## src/rtl/regfile_dump_reader.sv

```systemverilog
// Walks an inclusive range of register-file indices and streams (index, value) pairs
// over a valid/ready port, keeping a wrap-around sum of every accepted value.
module regfile_dump_reader #(
   parameter int DATA_W = 32,
   parameter int ADDR_W = 5
) (
   input  logic              clk,
   input  logic              rst,
   input  logic              start,
   input  logic [ADDR_W-1:0] first_reg,
   input  logic [ADDR_W-1:0] last_reg,
   output logic [ADDR_W-1:0] rd_addr,
   input  logic [DATA_W-1:0] rd_data,
   output logic              out_valid,
   input  logic              out_ready,
   output logic [ADDR_W-1:0] out_index,
   output logic [DATA_W-1:0] out_data,
   output logic              busy,
   output logic              done,
   output logic              err,
   output logic [DATA_W-1:0] checksum
);

   typedef enum logic [1:0] {
      ST_IDLE = 2'd0,
      ST_READ = 2'd1,
      ST_HOLD = 2'd2,
      ST_FIN  = 2'd3
   } state_t;

   state_t            r_state, w_state_next;
   logic [ADDR_W-1:0] r_cur, w_cur_next;
   logic [ADDR_W-1:0] r_end, w_end_next;
   logic [ADDR_W-1:0] r_out_index, w_out_index_next;
   logic [DATA_W-1:0] r_out_data, w_out_data_next;
   logic [DATA_W-1:0] r_checksum, w_checksum_next;
   logic              r_out_valid, w_out_valid_next;
   logic              r_err, w_err_next;

   always_ff @(posedge clk) begin
      if (rst) begin
         r_state     <= ST_IDLE;
         r_cur       <= '0;
         r_end       <= '0;
         r_out_index <= '0;
         r_out_data  <= '0;
         r_checksum  <= '0;
         r_out_valid <= 1'b0;
         r_err       <= 1'b0;
      end else begin
         r_state     <= w_state_next;
         r_cur       <= w_cur_next;
         r_end       <= w_end_next;
         r_out_index <= w_out_index_next;
         r_out_data  <= w_out_data_next;
         r_checksum  <= w_checksum_next;
         r_out_valid <= w_out_valid_next;
         r_err       <= w_err_next;
      end
   end

   always_comb begin
      w_state_next     = r_state;
      w_cur_next       = r_cur;
      w_end_next       = r_end;
      w_out_index_next = r_out_index;
      w_out_data_next  = r_out_data;
      w_checksum_next  = r_checksum;
      w_out_valid_next = r_out_valid;
      w_err_next       = 1'b0;
      case (r_state)
         ST_IDLE: begin
            if (start) begin
               if (first_reg <= last_reg) begin
                  w_cur_next      = first_reg;
                  w_end_next      = last_reg;
                  w_checksum_next = '0;
                  w_state_next    = ST_READ;
               end else begin
                  w_err_next = 1'b1;
               end
            end
         end
         ST_READ: begin
            w_out_data_next  = rd_data;
            w_out_index_next = r_cur;
            w_out_valid_next = 1'b1;
            w_state_next     = ST_HOLD;
         end
         ST_HOLD: begin
            if (out_ready) begin
               w_checksum_next  = r_checksum + r_out_data;
               w_out_valid_next = 1'b0;
               // Stop on the last index rather than incrementing, so the top index never wraps.
               if (r_cur == r_end) begin
                  w_state_next = ST_FIN;
               end else begin
                  w_cur_next   = r_cur + 1'b1;
                  w_state_next = ST_READ;
               end
            end
         end
         ST_FIN: begin
            w_state_next = ST_IDLE;
         end
         default: begin
            w_state_next = ST_IDLE;
         end
      endcase
   end

   assign rd_addr   = r_cur;
   assign out_valid = r_out_valid;
   assign out_index = r_out_index;
   assign out_data  = r_out_data;
   assign checksum  = r_checksum;
   assign err       = r_err;
   assign busy      = (r_state != ST_IDLE);
   assign done      = (r_state == ST_FIN);

endmodule
```

## config.mk

```make
export PLATFORM = sky130hd
export DESIGN_NAME = regfile_dump_reader
export DESIGN_NICKNAME = d
export VERILOG_FILES = /design/src/rtl/regfile_dump_reader.sv
export SDC_FILE = /design/constraint.sdc
export NUM_CORES = 1
export LEC_CHECK = 0
export CORE_ASPECT_RATIO = 0.5
export CORE_MARGIN = 3
export CORE_UTILIZATION = 40
export DETAILED_ROUTE_END_ITERATION = 16
export DONT_BUFFER_PORTS = 1
export PLACE_DENSITY_LB_ADDON = 0.1
export SLEW_MARGIN = 30
export SYNTH_ARGS = -nofsm -noshare
export SYNTH_HDL_FRONTEND = slang
export SYNTH_SLANG_ARGS = --single-unit
```

## constraint.sdc

```tcl
create_clock -name clk -period 6.9 [get_ports clk]
set_clock_uncertainty 0.05 [all_clocks]
set_input_delay 1.035 -clock clk [delete_from_list [all_inputs] [get_ports clk]]
set_output_delay 1.035 -clock clk [all_outputs]
set_load 0.01 [all_outputs]
```

Word-level counts from Yosys, hierarchy flattened
Cells that the tools add are included.
- add/subtract/negate cells: 2
- multipliers: 0
- div/mod/pow operators: 0
- $lt $le $gt $ge: 1
- equality and inequality tests: 8
- shifts and indexed selects: 0
- multiplexer cells: 17
- bitwise logic cells: 2
- reduce and logical (&&, ||, !) cells: 10
- operators with widths (kind ; count):
    32-bit two-way mux ; 3
    32-bit one-hot mux with 2 select lines ; 1
    32-bit adder ; 1
    5-bit two-way mux ; 4
    5-bit one-hot mux with 2 select lines ; 1
    2-bit two-way mux ; 4
    2-bit inequality test (second input constant) ; 4
    2-bit one-hot mux with 4 select lines ; 1
    3-bit AND reduction ; 2
    2-bit nonzero test ; 3
    5-bit by 1-bit adder with 5-bit output (second input constant) ; 1
    5-bit == test ; 1
    5-bit <= comparator ; 1
    5-bit AND reduction ; 1
    2-bit == test (second input constant) ; 2
    4-bit AND reduction ; 1
    3-bit OR reduction ; 1
    2-bit by 1-bit == test with 1-bit output (second input constant) ; 1
    2-bit logical NOT ; 1
    1-bit two-way mux ; 2
    1-bit NOT ; 2
    1-bit one-hot mux with 2 select lines ; 1
    2-bit AND reduction ; 1
- register bits after elaboration: 83
- bits in latches: 0
- RAM bits: 0
- bits in read-only memories: 0
- output and inout bits: 78
- logic and storage cells: 48
- memories: 0

Longest topological paths before layout
Gate-level depths: netlist (run 1).
- depth after elaboration: 4
- gate-level depth with buffers: 12
- depth with buffers taken out: 12

Worst setup path before layout (run 1)
Ideal clock, no wire load.
- path type: input -> register
- from: in last_reg[2]
- to: reg r_cur[0], in the netlist rd_addr[0]
- setup time: 95 ps
- arrival: 2997 ps
- data required time: 6755 ps
- path slack: 3757 ps
- cell stages on the path: 11
- buffers on the path: 1
- cells stage by stage: inv_1 -> ha_1 -> a21o_1 -> a21o_1 -> a211o_1 -> a21o_1 -> and2_0 -> nor2b_1 -> buf_2 -> o21ai_0 -> a221oi_1
- word-level cells in the longest chain between the ends: 3
- RTL lines (element ; line ; RTL):
    start, declared ; 11 ; input logic [ADDR_W-1:0] last_reg,
    5-bit <= comparator ; 74 ; if (first_reg <= last_reg) begin
    2-bit inequality test (no line) ; - ;
    5-bit AND reduction (no line) ; - ;
    end signal, assigned ; 52 ; r_cur <= w_cur_next;
    end, declared ; 32 ; logic [ADDR_W-1:0] r_cur, w_cur_next;
No other way between the ends.
A chain may end at the register's enable or synchronous reset.

Final worst setup path (run 1)
Same ends and word-level chain as after synthesis.

==> out/results.tsv, run 1 <==
stage	metric	value	unit
clocking	cts_root_buffer	clkbuf_16	
sta	worst_slew_pin_slew	0.721	ns
layout	fin_nets	680	
die	start_util	0.420	
sta	setup_viol	0	
pwr	ir_worst_vdd	0.110	mV
sta	fin_tns_setup	0	ns
clocking	worstSkewPairLatency	0.33	ns
sta	fmax	0.269	GHz
sta	rsz0062_at_grt	no	
clocking	cts_buffer_depth	2	
drt	viasPerCell	5.36	
synth	synth_top_cell_area_share	0.350	
global_route	grt_pass1_vias	3852	
layout	multi_input_area	2890	µm²
placement	gp_congestion	0.796	
sta	slew_violations	0	
setup_path	cp_max_fo	14	
global_route	overflow	0	
layout	antenna_cells	0	
clocking	post_cts_buffers	0	
clocking	numCtsBuffers	9	
setup_path	setup.worst_path.class	in2reg	
drt	routedWlPerCell	16.2	µm
synth	synth.yosys.seq_area_share	0.350	
die	coreArea	11300	µm²
placement	dp_hpwl	9080	µm
drt	drt.antenna.violating_nets	0	
sta	finalHoldViolations	0	
setup_path	critPathTopFamily	compound AO/OA/AOI/OAI gates	
sta	hold_slack	0.446	ns
global_route	antenna_found_initial	0	
die	rows	27	
setup_path	worstPathCellList	inv_1, ha_1, a21o_1, a21o_1, a211o_1, a21o_1, and2_0, nor2b_1, o21ai_0, a221oi_1	
outcome	status	completed	
synth	synth_edf_count	0	
clocking	clkTransAtPathRegs	0.07	ns
layout	drive_gt1_frac	0.0433	
drt	via_count	4071	
clocking	htreeDepth	3	
synth	synthFlopType	dfxtp_1	
pwr	total_power	1.20	mW
setup_path	crit_slowest_cell	nor2b_1	
die	die_area	13300	µm²
synth	ys_ff_latch	83	
synth	synth_cells	611	
global_route	grt_usage	0.186	
setup_path	crit_arrival	3.91	ns
drt	drt-total-wl	12300	µm
placement	io_buffers	0	
synth	yosys_warnings	0	
clocking	tritoncts	built	
die	fp.dieW	160	µm
setup_path	crit_top_cell	a21o_1	
clocking	cts_resized	0	
synth	yosysTopAreaCell	dfxtp_1	
synth	ys_top_cells_by_area	dfxtp_1, ha_1, nand2_1, a21oi_1, a21o_1	
synth	synthesis.nets	695	
global_route	grt_max_degree	63	
sta	post-route-min-period	3.72	ns
synth	ys_types	56	
pwr	powerDensity	230	nW/µm²
layout	n_fill_cell	1186	
setup_path	required	7.09	ns
setup_path	crit_path_end_kind	flop	
setup_path	slowest_delay	0.60	ns
die	io_pins	124	
die	die_y	83.0	µm
synth	syn_area_per_cell	7.76	µm²
pwr	leakagePower	2.21	nW
drt	first_iter_violations	190	
sta	period_share	0.539	
synth	async_reset_ff_frac	0	
run	drv_cap	0	
sta	slew_headroom	0.519	
drt	dr.pass1.iters	5	
setup_path	worst-path-buf-inv	1	
layout	area_growth	9.84	%
clocking	cts_hold_buffers	0	
synth	synth_area	4740	µm²
clocking	cts_sinks	83	
global_route	grt_pass1_wl	20500	µm
layout	seqCellArea	1660	µm²
setup_path	crit_path_start_kind	primary input	
drt	drc	0	
worst_hold_path	min_path_type	reg2reg	
routing by layer:
metal | vias up | routed length [µm] | global-route usage
met1 | 1869 | 6230 | 0.268
li1 | 2108 | - | -
met3 | 5 | 813 | 0.0543
met5 | - | 0 | 0
met4 | 0 | 59 | 0.0260
met2 | 89 | 5210 | 0.281
metrics by stage:
step           worst slack, ns   util  instances  area [µm²]
4_1_cts                   3.15  0.459        759        5180
3_3_place_gp              2.92  0.430        743        4850
3_5_place_dp              2.82  0.430        743        4850
5_1_grt                   2.79  0.462        760        5210
2_1_floorplan             3.76      -        611        4740
6_report                  3.18  0.462        760        5210
power breakdown:
| part | total (mW) | internal (mW) | switching, mW |
|---|---|---|---|
| sequential | 0.536 | 0.501 | 0.0343 |
| clock | 0.525 | 0.327 | 0.198 |
| combinational | 0.139 | 0.0500 | 0.0887 |
worst register-to-register path: cells and delay by family (launching register included):
kind / cells / cell delay, ns
AO/OA/AOI/OAI: 8 / 1.97
adder cells (fa/ha/maj): 2 / 0.63
buffers and inverters: 1 / 0.06
flip-flops: 1 / 0.42
AND/OR/NAND/NOR: 1 / 0.18
synthesized netlist by cell type (7+ instances only):
library cell and instances:
o21ai_0 27, dfxtp_1 83, nand2_1 119, nor2_1 45, clkbuf_1 27, a21oi_1 78, nand2b_1 7, inv_1 25
xnor2_1 8, a31oi_1 7, a21o_1 25, ha_1 37, nand3_1 14, nor3_1 9, xor2_1 15
final timing paths:
check | start | endpoint | slack [ns] | cells past startpoint
worst max-delay path | last_reg[2] | rd_addr[0] | 3.18 | 10
worst min-delay path | out_index[4] | out_index[4] | 0.45 | 2
worst max register to register | checksum[0] | checksum[22] | 3.47 | 12
worst min register to register | out_index[4] | out_index[4] | 0.45 | 2
cell usage in the layout (no fill, tap or decap), types with 3 or more instances in the layout:
master	netlist	layout
a21o_1	25	25
a21oi_1	78	78
a221o_1	3	3
a221oi_1	3	3
a22oi_1	4	4
a31oi_1	7	7
and2_1	4	4
and3_1	6	6
clkbuf_16	0	9
dfxtp_1	83	83
ha_1	37	37
inv_1	25	25
mux2i_1	5	5
nand2_1	119	118
nand2b_1	7	7
nand3_1	14	14
nand4_1	4	4
nor2_1	45	45
nor2b_1	4	3
nor3_1	9	9
nor3b_1	6	6
o21a_1	3	3
o21ai_0	27	27
o21bai_1	3	3
o31ai_1	5	5
xnor2_1	8	8
xor2_1	15	15
area by class of cell:
| type | count | share of cell area |
|---|---|---|
| multi-input combinational | 474 | 0.554 |
| sequential | 83 | 0.319 |
| clock buffer | 10 | 0.0459 |
| tap | 159 | 0.0382 |
| inverter | 25 | 0.0180 |
| clock inverter | 6 | 0.0166 |
| timing repair buffer | 3 | 0.00817 |
registers in the layout, summed over array words and instances, names as in the netlist:
name       count
out_valid      1
r_state        2
out_index      5
rd_addr        5
r_end          5
checksum      32
out_data      32
err            1
logic make-up (layout without fill, tap and decap cells):
family | count (synthesis) | after routing | synth area share
DFF | 83 | 83 | 0.350
muxes | 5 | 5 | 0.0106
buffers and inverters | 54 | 44 | 0.0430
and+or+nand+nor | 226 | 226 | 0.209
adders and majority gates | 38 | 38 | 0.102
AOI/OAI and AO/OA | 182 | 182 | 0.243
xor gates and xnor gates | 23 | 23 | 0.0425
Power figures use the tool's default switching activity.
==> run 2: changes to the inputs <==
clock period = 3.35 ns   (was 6.9 ns; I/O delays follow)
==> run 2 against run 1 <==
Effect of this change: setup slack worse by 2.9 ns; register-to-register slack worse by 3.2 ns; clock power up 110%; via count up 0.44%; total power up 110%; core utilization up 0.81 points; flip-flop and latch count unchanged; sequential power up 110%; critical path type is now reg2reg; largest power group is now the clock network.
==> out/results.tsv, run 2 (synthesized netlist as in run 1, its figures left out) <==
stage	metric	value	unit	change
outcome	status	completed		
setup_path	crit_arrival	3.27	ns	-0.64 ns
setup_path	crit_path_end_kind	flop		
setup_path	crit_path_start_kind	flop		
die	io_pins	124		unchanged
layout	area_growth	11.8	%	
clocking	cts_buffer_depth	2		unchanged
pwr	switching_share	0.259		-0.00820
sta	period_share	0.915		
drt	first_iter_violations	162		-15%
layout	seqCellArea	1660	µm²	unchanged
setup_path	required	3.55	ns	-3.54 ns
layout	most-common-layout-cells	nand2_1, dfxtp_1, a21oi_1		
sta	fmax	0.326	GHz	
drt	via_count	4089		+0.44%
layout	antenna_cells	0		unchanged
global_route	grt_max_degree	63		unchanged
clocking	worstSkewPairLatency	0.34	ns	about the same
die	rows	27		unchanged
pwr	power_frac_seq	0.436		-0.011
layout	utilization	0.470		+0.00809
worst_hold_path	min_path_type	in2reg		
sta	hold_slack	0.186	ns	-0.260 ns
clocking	numCtsBuffers	9		unchanged
drt	routedWlPerCell	16.2	µm	-0.27%
clocking	clkTransAtPathRegs	0.06	ns	about the same
drt	drc	0		unchanged
clocking	post_cts_buffers	0		unchanged
sta	slew_headroom	0.533		+0.0139
pwr	ir_worst_vdd	0.210	mV	+92%
drt	viasPerCell	5.32		-0.60%
sta	worst_slew_pin_slew	0.698	ns	-0.0226 ns
drt	dr.pass1.iters	4		-1
clocking	cts_root_buffer	clkbuf_16		
drt	drt.antenna.violating_nets	0		unchanged
global_route	grt_pass1_vias	3812		-1.0%
die	coreArea	11300	µm²	unchanged
clocking	tritoncts	built		
sta	setup_viol	0		unchanged
global_route	grt_pass1_wl	20400	µm	-0.64%
die	fp.dieW	160	µm	unchanged
drt	drt-total-wl	12400	µm	+0.78%
die	die_area	13300	µm²	unchanged
global_route	overflow	0		unchanged
global_route	antenna_found_initial	0		unchanged
layout	fin_nets	689		+1.3%
pwr	p_clk_frac	0.445		+0.007
clocking	cts_sinks	83		unchanged
placement	dp_worst_setup_slack	0.207	ns	-2.61 ns
sta	slew_violations	0		unchanged
pwr	pwr-share-comb	0.119		+0.003
setup_path	slowest_delay	0.40	ns	-0.20 ns
setup_path	cp_max_fo	4		-10
sta	setup_ws	0.285	ns	-2.89 ns
die	die_y	83.0	µm	unchanged
pwr	powerDensity	477	nW/µm²	+110%
setup_path	crit_top_cell	a21oi_2		
pwr	leakagePower	2.25	nW	+2.0%
clocking	htreeDepth	3		unchanged
layout	final_cells	768		+1.1%
layout	multi_input_area	2900	µm²	+0.61%
layout	drive_gt1_frac	0.0591		+0.0159
setup_path	worstPathCellList	ha_1, inv_1, fa_1, nand2b_1, a21oi_2, o2111ai_2, a21oi_2, o21ai_1, a2111oi_2, o21ai_0, and3_1, o31ai_1		
placement	dp_cells	752		+1.2%
die	start_util	0.420		unchanged
pwr	p_int	1.87	mW	+110%
setup_path	setup.worst_path.class	reg2reg		
clocking	cts_hold_buffers	0		unchanged
layout	final_common_cell	nand2_1		
pwr	total_power	2.53	mW	+110%
pwr	power.switching	0.655	mW	+100%
sta	finalHoldViolations	0		unchanged
layout	n_fill_cell	1176		-0.84%
global_route	grt_usage	0.187		+0.000822
placement	io_buffers	0		unchanged
run	drv_cap	0		unchanged
placement	gp_congestion	0.808		+1.5%
clocking	cts_resized	0		unchanged
sta	post-route-min-period	3.06	ns	
placement	dp_hpwl	9230	µm	+1.7%
setup_path	crit_slowest_cell	fa_1		
==> run 2: worst paths after layout <==
check | from | end | slack (ns) | cells past startpoint
worst max register to register | out_data[0] | checksum[30] | 0.29 | 12
worst min-delay path | rst | out_data[14] | 0.19 | 1
worst min register to register | out_index[2] | out_index[2] | 0.44 | 2
worst max-delay path | out_data[0] | checksum[30] | 0.29 | 12
==> run 2: final cells by class <==
cell class / count / share of cell area
multi-input cells: 474 / 0.548
flip-flops and latches: 83 / 0.314
repair buffers: 12 / 0.0208
clock buffers: 10 / 0.0432
well taps: 159 / 0.0375
clock inverters: 5 / 0.0194
inverters: 25 / 0.0177
==> run 2: worst max-delay path: cells and delay by family (launching register included) <==
family,cells,cell delay (ns)
AOI/OAI and AO/OA,7,1.56
adders and majority gates,2,0.59
and+or+nand+nor,2,0.39
DFF,1,0.33
buffers and inverters,1,0.06
==> run 2: routing by layer <==
metal | global-route usage | wire, µm | up-vias
li1 | - | - | 2134
met1 | 0.271 | 6430 | 1845
met2 | 0.275 | 5060 | 100
met3 | 0.0553 | 822 | 10
met5 | 0 | 0 | -
met4 | 0.0354 | 90 | 0
==> run 2: power groups by stage <==
stage	Combinational, mW	Sequential, mW	Clock, mW
after floorplan	0.233	1.11	0
after global placement	0.290	1.13	0
after detailed placement	0.294	1.12	0
after CTS	0.296	1.10	1.15
after global routing	0.345	1.11	1.20
final	0.300	1.10	1.12
==> run 2: through the flow <==
stage	instance area [µm²]	TNS [ns]
after floorplan	4740	0
after global placement	4920	0
after detailed placement	4920	0
after CTS	5250	0
after global routing	5300	-0.0114
final	5300	0
==> edit: new RTL, flow settings as in run 2 <==
Re-encode `state_t` (4 states) as one-hot, 4 bits wide.
--- a/src/rtl/regfile_dump_reader.sv
+++ b/src/rtl/regfile_dump_reader.sv
@@ -22,9 +22,9 @@
 );
 
-   typedef enum logic [1:0] {
-      ST_IDLE = 2'd0,
-      ST_READ = 2'd1,
-      ST_HOLD = 2'd2,
-      ST_FIN  = 2'd3
+   typedef enum logic [3:0] {
+      ST_IDLE = 4'b0001,
+      ST_READ = 4'b0010,
+      ST_HOLD = 4'b0100,
+      ST_FIN  = 4'b1000
    } state_t;
 
Formal check against the unedited RTL: no difference found for any inputs over 4 cycles, from zero or initial values and one cycle with rst high; so few cycles prove little.
==> edit against run 2 <==
  * Via count up 8.8%
  * Routed wire length increased by 10%
  * Clock power down 9%
  * Sequential cell count grew 2
  * Total power fell by 6.2%
  * Cell area increased by 3.4%
  * Count of clock-buffer cells in the layout rose by 2
  * Setup slack better by 0.074 ns
  * Critical path depth fell by 1
  * Die area up 5.2%
  * Area after synthesis increased by 5.5%
  * Critical endpoint is now checksum[18]
==> edit: results (changes against run 2) <==
| Metric | Value |
|---|---|
| Status | `complete, no violations (unchanged)` |
| Hold Slack | `0.182 ns (was 0.186 ns)` |
| Fraction of layout cells with a size suffix above 1 | `5.73% (was 5.91%)` |
| Sw frac | `26.0% (was 25.9%)` |
| Global-route total usage across every layer | `19.8% (was 18.7%)` |
| Synth cell types | `58 (was 56)` |
| Avg WL per Cell | `16.9 µm (was 16.2 µm)` |
| Fraction of area in registers | `31.0% (was 31.4%)` |
| Max_slew headroom | `53.9% (was 53.3%)` |
| CP Data Arrival Time | `3.17 ns (was 3.27 ns)` |
| Buffer share of cell area | `1.64% (was 2.08%)` |
| Multi-input combinational area share | `56.3% (was 54.8%)` |
| Register area share after synthesis | `34.0% (was 35.0%)` |
| Post-DP HPWL | `10200 µm (was 9230 µm)` |
| Most area-consuming cells after synthesis | `dfxtp_1, ha_1, nand2_1 (unchanged)` |
| Crit path largest cell delay | `0.42 ns (was 0.40 ns)` |
| Min-Delay Endpoint | `out_index[4] (was out_data[14])` |
| Reg-to-reg endpoint | `checksum[18] (was checksum[30])` |
| Maximum fanout along the worst path | `3 (was 4)` |
| Hold_sp | `rst (unchanged)` |
| Vias in the first global route | `4176 (was 3812)` |
| RePlAce Congestion | `0.853 (was 0.808)` |
| Initial detailed-routing violation count | `244 (was 162)` |
| Largest net degree at the start of global routing | `76 (was 63)` |
| Multi-Input Combinational | `509 (was 474)` |
| Number of sequential cells | `85 (was 83)` |
| Reg2reg setup slack | `0.36 ns (was 0.29 ns)` |
| Max VDD drop | `0.210 mV (about the same)` |
| Switching power total | `0.616 mW (was 0.655 mW)` |
| Commonest cells post-synth | `nand2_1, a21oi_1, dfxtp_1, o21ai_0 (was nand2_1, dfxtp_1, a21oi_1, nor2_1, ha_1)` |
| Fin nets | `726 (was 689)` |
| Clock buffers | `12 (was 10)` |
| ANT cells | `0 (unchanged)` |
| Clock-cell share | `5.50% (was 6.26%)` |
| First-pass GRT wire length | `22100 µm (was 20400 µm)` |
| CP max stage cell | `dfxtp_1 (was fa_1)` |
| Count of filler cells inserted in the layout | `1261 (was 1176)` |
| Clock power frac | `43.0% (was 44.5%)` |
| H-tree depth | `3 (unchanged)` |
| Vias/cell | `5.49 (was 5.32)` |
==> edit: cell families after synthesis <==
| kind of cell | count (synthesis) | share of synthesized area [%] |
|---|---|---|
| AND/OR/NAND/NOR | 242 | 22.3 |
| buffers and inverters | 55 | 4.45 |
| XOR/XNOR | 26 | 4.55 |
| AO/OA/AOI/OAI | 196 | 23.7 |
| multiplexers | 7 | 1.40 |
| adder cells (fa/ha/maj) | 38 | 9.65 |
| flip-flops | 85 | 34.0 |
==> edit: per-layer routing <==
layer	vias to the layer above	global-route usage (%)	share of wire, %
met5	-	0	0
met4	0	3.68	0.58
met3	6	6.34	7.0
met2	85	29.9	42
met1	2064	27.9	50
li1	2295	-	-
==> edit: metrics by stage <==
stage	instances	worst slack (ns)	utilization, %	area [µm²]
after CTS	811	0.374	45.6	5480
final	811	0.360	45.6	5480
after detailed placement	796	0.398	43.1	5180
after global routing	811	0.0918	45.6	5480
after floorplan	649	0.740	-	5000
after global placement	796	0.433	43.1	5180
